File: config.mk
export PLATFORM = sky130hd
export DESIGN_NAME = pattern_detector_moore
export DESIGN_NICKNAME = d
export VERILOG_FILES = /design/src/rtl/pattern_detector_moore.sv
export SDC_FILE = /design/constraint.sdc
export NUM_CORES = 1
export LEC_CHECK = 0
export ABC_AREA = 0
export CAP_MARGIN = 20
export CORE_AREA = 2 2 39 41
export CTS_BUF_LIST = sky130_fd_sc_hd__clkbuf_8
export DETAILED_ROUTE_END_ITERATION = 8
export DIE_AREA = 0 0 41 43
export REMOVE_ABC_BUFFERS = 1
export SYNTH_ARGS = -nofsm -noshare
export SYNTH_HDL_FRONTEND = slang
export SYNTH_SLANG_ARGS = --single-unit
File: constraint.sdc
create_clock -name clk -period 2.15 [get_ports clk]
set_input_delay 0.645 -clock clk [delete_from_list [all_inputs] [get_ports clk]]
set_output_delay 0.645 -clock clk [all_outputs]
set_load 0.005 [all_outputs]
File: src/rtl/pattern_detector_moore.sv
// Moore serial pattern detector: dout is high while the FSM sits in the full-match state.
// Optional PATTERN_DETECTOR_MATCH_COUNT_EN adds a saturating 16-bit match counter output.
module pattern_detector_moore #(
    parameter int                  PAT_LEN = 5,
    parameter logic [PAT_LEN-1:0]  PATTERN = 5'b10101,
    parameter bit                  OVERLAP = 1'b1
) (
    input  logic        clk,
    input  logic        rst,
    input  logic        din,
`ifdef PATTERN_DETECTOR_MATCH_COUNT_EN
    output logic [15:0] match_count,
`endif
    output logic        dout
);

    localparam int SW    = $clog2(PAT_LEN + 1);
    localparam int TBL_W = 2 * (PAT_LEN + 1) * SW;

    typedef logic [SW-1:0] state_t;

    localparam state_t S_IDLE  = state_t'(0);
    localparam state_t S_MATCH = state_t'(PAT_LEN);

    // Entry (2*k + b) holds the successor of state k on input bit b. Each entry is the
    // longest pattern prefix that is a suffix of (first k pattern bits, then b).
    function automatic logic [TBL_W-1:0] build_table();
        logic [TBL_W-1:0] tbl;
        logic [31:0]      recv;
        logic [31:0]      mask;
        logic [31:0]      prefix;
        int               base;
        int               best;
        tbl = '0;
        for (int k = 0; k <= PAT_LEN; k++) begin
            for (int b = 0; b < 2; b++) begin
                base = ((k == PAT_LEN) && !OVERLAP) ? 0 : k;
                recv = (32'(PATTERN) >> (PAT_LEN - base));
                recv = (recv << 1) | 32'(b);
                best = 0;
                for (int j = 1; j <= PAT_LEN; j++) begin
                    if (j <= base + 1) begin
                        mask   = (32'd1 << j) - 32'd1;
                        prefix = 32'(PATTERN) >> (PAT_LEN - j);
                        if ((recv & mask) == prefix) begin
                            best = j;
                        end
                    end
                end
                tbl[(2 * k + b) * SW +: SW] = SW'(best);
            end
        end
        return tbl;
    endfunction

    localparam logic [TBL_W-1:0] NEXT_TBL = build_table();

    state_t state_q, state_d;
    logic   dout_q,  dout_d;

    always_comb begin
        state_d = NEXT_TBL[(2 * int'(state_q) + int'(din)) * SW +: SW];
        dout_d  = (state_d == S_MATCH);
        if (rst) begin
            state_d = S_IDLE;
            dout_d  = 1'b0;
        end
    end

    always_ff @(posedge clk) begin
        state_q <= state_d;
        dout_q  <= dout_d;
    end

    assign dout = dout_q;

`ifdef PATTERN_DETECTOR_MATCH_COUNT_EN
    logic [15:0] count_q, count_d;

    always_comb begin
        count_d = count_q;
        if (rst) begin
            count_d = '0;
        end else if (state_d == S_MATCH && count_q != 16'hFFFF) begin
            count_d = count_q + 16'd1;
        end
    end

    always_ff @(posedge clk) begin
        count_q <= count_d;
    end

    assign match_count = count_q;
`endif

endmodule

==> flow_results.xml, run 1 <==
<?xml version="1.0" encoding="UTF-8"?>
<metrics>
  <group name="floorplanning">
    <metric name="die_width" unit="µm">41</metric>
    <metric name="core_area" unit="µm²">1380</metric>
    <metric name="floorplan.rows" unit="">14</metric>
    <metric name="floorplan.initialDensity" unit="">0.130</metric>
    <metric name="die_area" unit="µm²">1760</metric>
    <metric name="num_io_pins" unit="">4</metric>
    <metric name="die_height" unit="µm">43</metric>
  </group>
  <group name="finish">
    <metric name="diodes" unit="">0</metric>
    <metric name="drive_above_1_share" unit="">0.318</metric>
    <metric name="fillerInstances" unit="">154</metric>
    <metric name="layout-area-overhead-vs-synth" unit="%">54.9</metric>
    <metric name="finish.net_count" unit="">29</metric>
    <metric name="fin_util" unit="">0.202</metric>
  </group>
  <group name="timing">
    <metric name="timing_hold_violations_final" unit="">0</metric>
    <metric name="slew_headroom" unit="">0.869</metric>
    <metric name="report.final.setup_viol" unit="">0</metric>
    <metric name="achievable-frequency" unit="MHz">553</metric>
    <metric name="timing.final.max_slew_violations" unit="">0</metric>
    <metric name="final_period_minus_worst_setup_slack" unit="ns">1.81</metric>
    <metric name="clock-skew-final" unit="ns">0.0000626</metric>
    <metric name="tightest_pin_transition" unit="ns">0.192</metric>
    <metric name="rsz_0062_raised_after_global_routing" unit="">no</metric>
    <metric name="final.setup.tns" unit="ns">0</metric>
    <metric name="min_period_over_period" unit="">0.841</metric>
  </group>
  <group name="logic_synthesis">
    <metric name="synth.top_cells.by_area" unit="">sky130_fd_sc_hd__dfxtp_1, sky130_fd_sc_hd__ha_1, sky130_fd_sc_hd__nor4b_2</metric>
    <metric name="post-synth-top-count-cell" unit="">sky130_fd_sc_hd__dfxtp_1</metric>
    <metric name="async_flop_share" unit="">0</metric>
    <metric name="netlist_top_cells_count" unit="">sky130_fd_sc_hd__dfxtp_1, sky130_fd_sc_hd__ha_1, sky130_fd_sc_hd__inv_1</metric>
    <metric name="postSynthRegisterBits" unit="">4</metric>
    <metric name="synth_cell_type_count" unit="">10</metric>
    <metric name="synthesis.area_per_instance" unit="µm²">12.0</metric>
    <metric name="yosys_warnings" unit="">0</metric>
    <metric name="synth-seq-area-share" unit="">0.444</metric>
    <metric name="netlist_area" unit="µm²">180</metric>
    <metric name="synth_ff_type" unit="">sky130_fd_sc_hd__dfxtp_1</metric>
    <metric name="synth_edf_count" unit="">0</metric>
    <metric name="yosysTopAreaCell" unit="">sky130_fd_sc_hd__dfxtp_1</metric>
    <metric name="netlist_instances" unit="">15</metric>
    <metric name="yosys.area.top_type_share" unit="">0.444</metric>
  </group>
  <group name="route">
    <metric name="ant_nets" unit="">0</metric>
    <metric name="route.vias.total" unit="">135</metric>
    <metric name="drt_wl_total" unit="µm">301</metric>
    <metric name="viasPerCell" unit="">3.55</metric>
    <metric name="routedWlPerCell" unit="µm">7.92</metric>
    <metric name="initial_drc_count" unit="">0</metric>
    <metric name="drtPass1Iterations" unit="">1</metric>
    <metric name="number_of_remaining_drc_errors" unit="">0</metric>
  </group>
  <group name="grt">
    <metric name="antenna_found_initial" unit="">0</metric>
    <metric name="gr-usage-all-layers" unit="">0.0380</metric>
    <metric name="via_count_of_the_first_global_routing_pass" unit="">137</metric>
    <metric name="globalRoute.totalOverflow" unit="">0</metric>
    <metric name="grt_start_max_net_pins" unit="">6</metric>
    <metric name="grt_pass1_wl" unit="µm">434</metric>
  </group>
  <group name="critical_path">
    <metric name="worst_setup_path_end_kind" unit="">flop</metric>
    <metric name="worst_ep_arrival_time" unit="ns">1.96</metric>
    <metric name="path_class" unit="">in2reg</metric>
    <metric name="timing.rr.start" unit="">state_q[0]$_SDFF_PP0_</metric>
    <metric name="worst_ep_required_time" unit="ns">2.30</metric>
    <metric name="worstSetupStartpointType" unit="">primary input</metric>
    <metric name="worstPathMaxFanout" unit="">2</metric>
    <metric name="worst_setup_path_startpoint" unit="">din</metric>
  </group>
  <group name="job">
    <metric name="max_cap_viol_count" unit="">0</metric>
  </group>
  <group name="min_path">
    <metric name="min_from" unit="">state_q[2]$_SDFF_PP0_</metric>
    <metric name="holdCritPathClass" unit="">reg2reg</metric>
  </group>
  <group name="clocking">
    <metric name="clock-sinks" unit="">4</metric>
    <metric name="post-cts-setup-buffer-count" unit="">0</metric>
    <metric name="clkTransAtPathRegs" unit="ns">0.03</metric>
    <metric name="worst_skew_pair.late_latency" unit="ns">0.21</metric>
    <metric name="htreeDepth" unit="">1</metric>
    <metric name="clockRootBuffer" unit="">sky130_fd_sc_hd__clkbuf_8</metric>
    <metric name="post_cts.resized_instances" unit="">0</metric>
    <metric name="tritoncts.num_buffers" unit="">3</metric>
    <metric name="cts_tree" unit="">built</metric>
    <metric name="cts_hold_repair.buffers" unit="">0</metric>
    <metric name="clockBufferDepth" unit="">2</metric>
  </group>
  <group name="pwr">
    <metric name="powerDensity" unit="nW/µm²">872</metric>
    <metric name="leakage" unit="nW">0.112</metric>
    <metric name="worst_ir_drop_vdd" unit="mV">0.183</metric>
  </group>
  <group name="outcome">
    <metric name="status" unit="">completed</metric>
  </group>
  <group name="placement">
    <metric name="globalplace.congestion" unit="">0.534</metric>
    <metric name="detailed_place_hpwl" unit="µm">237</metric>
    <metric name="port_buffers" unit="">3</metric>
  </group>
</metrics>
-- area by class of cell --
cell class	instances	area [µm²]	area share
repair buffers	4	37.5	0.135
well taps	16	20.0	0.0717
clock buffers	3	41.3	0.148
multi-input cells	9	92.6	0.332
flip-flops and latches	4	80.1	0.287
inverters	2	7.51	0.0269
-- logic make-up (layout without fill, tap and decap cells) --
logic type,Yosys count,in the layout,share of synthesized area
flops,4,4,0.444
simple gates,4,4,0.215
fa+ha+maj,2,2,0.139
compound gates,2,2,0.104
buf+inv,2,9,0.0417
mux,1,1,0.0556
-- metal layers --
metal,global-route usage,vias to the layer above,routed length (µm)
met5,0,-,0
met4,0.0600,0,0
met3,0,0,9
met2,0.0563,3,141
met1,0.0348,62,150
li1,-,70,-
-- registers in the layout (all words and copies together), names as in the netlist --
signal and cells:
dout 1, state_q 3
-- path summary, 6_finish.rpt --
path	endpoint	slack, ns	cells after the start
setup / recovery	dout$_SDFF_PP0_	0.34	5
hold reg to reg	state_q[1]$_SDFF_PP0_	0.51	1
setup reg to reg	dout$_SDFF_PP0_	1.01	3
hold / removal	state_q[1]$_SDFF_PP0_	0.51	1
-- placed cells by master (no fill, tap or decap) --
cell / count
sky130_fd_sc_hd__or2_1: 1
sky130_fd_sc_hd__dfxtp_1: 4
sky130_fd_sc_hd__nor4b_2: 1
sky130_fd_sc_hd__ha_1: 2
sky130_fd_sc_hd__clkdlybuf4s50_1: 3
sky130_fd_sc_hd__clkbuf_8: 3
sky130_fd_sc_hd__buf_4: 1
sky130_fd_sc_hd__a211oi_1: 1
sky130_fd_sc_hd__inv_1: 2
sky130_fd_sc_hd__o221a_2: 1
sky130_fd_sc_hd__and4bb_2: 1
sky130_fd_sc_hd__nor3_1: 1
sky130_fd_sc_hd__mux2i_1: 1
-- per-stage QoR --
| step | cells | total power, mW | hold WS, ns | setup slack [ns] | cell area [µm²] |
|---|---|---|---|---|---|
| floorplan | 15 | 0.0845 | 0.450 | 0.663 | 180 |
| global placement | 35 | 0.0924 | 0.498 | 0.129 | 238 |
| detailed placement | 35 | 0.0926 | 0.501 | 0.118 | 238 |
| CTS | 38 | 0.248 | 0.516 | 0.337 | 279 |
| global route | 38 | 0.256 | 0.551 | 0.282 | 279 |
| finish | 38 | 0.243 | 0.512 | 0.341 | 279 |
-- report_power, final --
group	switching, mW	internal (mW)	total (mW)
Clock	0.0330	0.119	0.152
Sequential	0.00168	0.0767	0.0784
Combinational	0.00534	0.00767	0.0130
Total	0.0400	0.203	0.243
-- critical path: stages --
cell and delay [ns]:
sky130_fd_sc_hd__clkdlybuf4s50_1 0.47, sky130_fd_sc_hd__inv_1 0.06, sky130_fd_sc_hd__ha_1 0.29, sky130_fd_sc_hd__nor4b_2 0.27, sky130_fd_sc_hd__o221a_2 0.22
No activity file was read; power rests on OpenSTA's default activity.
==> run 2: changes to the inputs <==
clock period = 1.5 ns   (was 2.15 ns; I/O delays follow)
==> run 2 against run 1 <==
Compared with the run above: clock skew about the same; first-iteration DRC count increased by 1; non-clock buffer count increased by 6; critical endpoint is now dout; worst setup slack got worse by 0.28 ns; cell count increased by 16%; critical path depth decreased by 4; largest power group unchanged; via count increased by 13%; highest routed layer unchanged; utilization increased by 3.2 points; clock power increased by 44%; routed wire length increased by 21%; sequential cell count unchanged; final area increased by 16%.
==> flow_results.xml, run 2 (synthesis results as in run 1) <==
<?xml version="1.0" encoding="UTF-8"?>
<metrics>
  <group name="timing">
    <metric name="achievable-frequency" unit="MHz">696</metric>
    <metric name="timing.final.max_slew_violations" unit="">0</metric>
    <metric name="report.final.setup_viol" unit="">0</metric>
    <metric name="min_period_over_period" unit="">0.957</metric>
    <metric name="clock-skew-final" unit="ns">0.000223</metric>
    <metric name="layout_setup_ws" unit="ns">0.0641</metric>
    <metric name="tightest_pin_transition" unit="ns">0.209</metric>
    <metric name="slew_headroom" unit="">0.857</metric>
    <metric name="final_period_minus_worst_setup_slack" unit="ns">1.44</metric>
    <metric name="rsz_0062_raised_after_global_routing" unit="">no</metric>
    <metric name="timing_hold_violations_final" unit="">0</metric>
    <metric name="final.hold.worst_slack" unit="ns">0.497</metric>
    <metric name="final.setup.tns" unit="ns">0</metric>
  </group>
  <group name="critical_path">
    <metric name="worst_setup_path_end_kind" unit="">output port</metric>
    <metric name="crit_path_buf_inv_count" unit="">1</metric>
    <metric name="critical_path.slowest_cell" unit="">sky130_fd_sc_hd__clkdlybuf4s50_1</metric>
    <metric name="timing.critical_path.max_delay_family" unit="">buffers and inverters</metric>
    <metric name="max_stage_delay" unit="ns">0.48</metric>
    <metric name="worst_ep_required_time" unit="ns">1.05</metric>
    <metric name="worstPathMaxFanout" unit="">1</metric>
    <metric name="worstSetupStartpointType" unit="">flop</metric>
    <metric name="worst_setup_path_startpoint" unit="">dout$_SDFF_PP0_</metric>
    <metric name="list_of_cells_traversed_by_the_critical_path" unit="">clkdlybuf4s50_1</metric>
    <metric name="worst_ep_arrival_time" unit="ns">0.99</metric>
    <metric name="path_class" unit="">reg2out</metric>
    <metric name="timing.rr.start" unit="">state_q[0]$_SDFF_PP0_</metric>
  </group>
  <group name="floorplanning">
    <metric name="die_area" unit="µm²">1760</metric>
    <metric name="floorplan.rows" unit="">14</metric>
    <metric name="die_width" unit="µm">41</metric>
    <metric name="num_io_pins" unit="">4</metric>
    <metric name="die_height" unit="µm">43</metric>
    <metric name="core_area" unit="µm²">1380</metric>
    <metric name="floorplan.initialDensity" unit="">0.130</metric>
  </group>
  <group name="min_path">
    <metric name="min_from" unit="">state_q[2]$_SDFF_PP0_</metric>
    <metric name="holdCritPathClass" unit="">reg2reg</metric>
  </group>
  <group name="pwr">
    <metric name="clock_share_of_power" unit="">0.605</metric>
    <metric name="leakage" unit="nW">0.143</metric>
    <metric name="worst_ir_drop_vdd" unit="mV">0.238</metric>
    <metric name="sequentialPowerShare" unit="">0.312</metric>
    <metric name="share_comb_of_total_power" unit="">0.083</metric>
    <metric name="net-switching-power" unit="mW">0.0610</metric>
    <metric name="sw_frac_of_total" unit="">0.169</metric>
    <metric name="cell_internal_pwr" unit="mW">0.300</metric>
    <metric name="powerDensity" unit="nW/µm²">1120</metric>
  </group>
  <group name="finish">
    <metric name="commonest_cells_after_routing_fill_and_taps_aside" unit="">sky130_fd_sc_hd__buf_4, sky130_fd_sc_hd__dfxtp_1, sky130_fd_sc_hd__clkbuf_8</metric>
    <metric name="layout-area-overhead-vs-synth" unit="%">79.2</metric>
    <metric name="diodes" unit="">0</metric>
    <metric name="layout.cells.most_common" unit="">sky130_fd_sc_hd__buf_4</metric>
    <metric name="drive_above_1_share" unit="">0.464</metric>
    <metric name="largest_register_ff_count" unit="">3</metric>
    <metric name="finish.net_count" unit="">35</metric>
    <metric name="non_filler_cells_final" unit="">44</metric>
    <metric name="register_name_with_the_most_flops" unit="">state_q</metric>
    <metric name="fillerInstances" unit="">153</metric>
  </group>
  <group name="placement">
    <metric name="globalplace.congestion" unit="">0.557</metric>
    <metric name="dpl_worst_slack" unit="ns">-0.346</metric>
    <metric name="port_buffers" unit="">3</metric>
    <metric name="detailed_place_hpwl" unit="µm">252</metric>
    <metric name="dpl.cell_count" unit="">38</metric>
  </group>
  <group name="route">
    <metric name="viasPerCell" unit="">3.45</metric>
    <metric name="ant_nets" unit="">0</metric>
    <metric name="number_of_remaining_drc_errors" unit="">0</metric>
    <metric name="routedWlPerCell" unit="µm">8.27</metric>
    <metric name="drt_wl_total" unit="µm">364</metric>
    <metric name="route.vias.total" unit="">152</metric>
    <metric name="initial_drc_count" unit="">1</metric>
    <metric name="drtPass1Iterations" unit="">2</metric>
  </group>
  <group name="grt">
    <metric name="antenna_found_initial" unit="">0</metric>
    <metric name="grt_start_max_net_pins" unit="">6</metric>
    <metric name="globalRoute.totalOverflow" unit="">0</metric>
    <metric name="gr-usage-all-layers" unit="">0.0450</metric>
    <metric name="via_count_of_the_first_global_routing_pass" unit="">154</metric>
    <metric name="grt_pass1_wl" unit="µm">503</metric>
  </group>
  <group name="clocking">
    <metric name="tritoncts.num_buffers" unit="">3</metric>
    <metric name="worst_skew_pair.late_latency" unit="ns">0.21</metric>
    <metric name="clock-sinks" unit="">4</metric>
    <metric name="cts_hold_repair.buffers" unit="">0</metric>
    <metric name="htreeDepth" unit="">1</metric>
    <metric name="clockRootBuffer" unit="">sky130_fd_sc_hd__clkbuf_8</metric>
    <metric name="clkTransAtPathRegs" unit="ns">0.03</metric>
    <metric name="clockBufferDepth" unit="">2</metric>
    <metric name="cts_tree" unit="">built</metric>
  </group>
  <group name="job">
    <metric name="max_cap_viol_count" unit="">0</metric>
  </group>
  <group name="outcome">
    <metric name="status" unit="">completed</metric>
  </group>
</metrics>
run 2: cell types whose count changed in the layout (fill, tap and decap cells not counted), sizes merged:
cell | before | now
buf | 1 | 7
clkdlybuf4s50 | 3 | 2
dlygate4sd2 | 0 | 1
run 2: power groups by stage:
stage / logic [mW] / registers (mW) / clock network (mW)
after floorplan: 0.00810 / 0.113 / 0
after global placement: 0.0245 / 0.114 / 0
after detailed placement: 0.0248 / 0.114 / 0
after CTS: 0.0294 / 0.112 / 0.224
after global routing: 0.0330 / 0.113 / 0.232
final: 0.0300 / 0.112 / 0.219
run 2: metrics by stage:
| step | power (mW) | util | area, µm² |
|---|---|---|---|
| after global placement | 0.138 | 0.188 | 260 |
| final | 0.361 | 0.233 | 323 |
| after global routing | 0.377 | 0.233 | 323 |
| after floorplan | 0.121 | - | 180 |
| after CTS | 0.366 | 0.233 | 323 |
| after detailed placement | 0.138 | 0.188 | 260 |
run 2: area by class of cell:
cell class	count	area, µm²	share of cell area
clock buffers	3	41.3	0.128
inverters	2	7.51	0.0233
multi-input cells	9	92.6	0.287
flip-flops and latches	4	80.1	0.248
well taps	16	20.0	0.0620
repair buffers	10	81.3	0.252
run 2: routing by layer:
layer,wire [µm],GRT usage,vias to the layer above
met1,166,0.0286,67
met4,0,0.0400,0
met3,10,0.0157,0
li1,-,-,82
met5,0,0,-
met2,188,0.0844,3
run 2: timing repair:
item / 4_1_cts / 5_1_grt
resized for setup: 1 / 0
endpoints found under the setup margin: 2 / 0
setup buffers: 3 / 0
run 2: path summary, 6_finish.rpt:
check / end / slack [ns] / cells after the start
setup / recovery: dout / 0.06 / 1
setup reg to reg: dout$_SDFF_PP0_ / 0.36 / 3
hold / removal: state_q[1]$_SDFF_PP0_ / 0.50 / 1
hold reg to reg: state_q[1]$_SDFF_PP0_ / 0.50 / 1
==> run 3: changes to the inputs <==
SKIP_LAST_GASP = 1   (was unset)
==> results of run 3 <==
No change in the layout: final DEF, timing and power equal those of run 2.
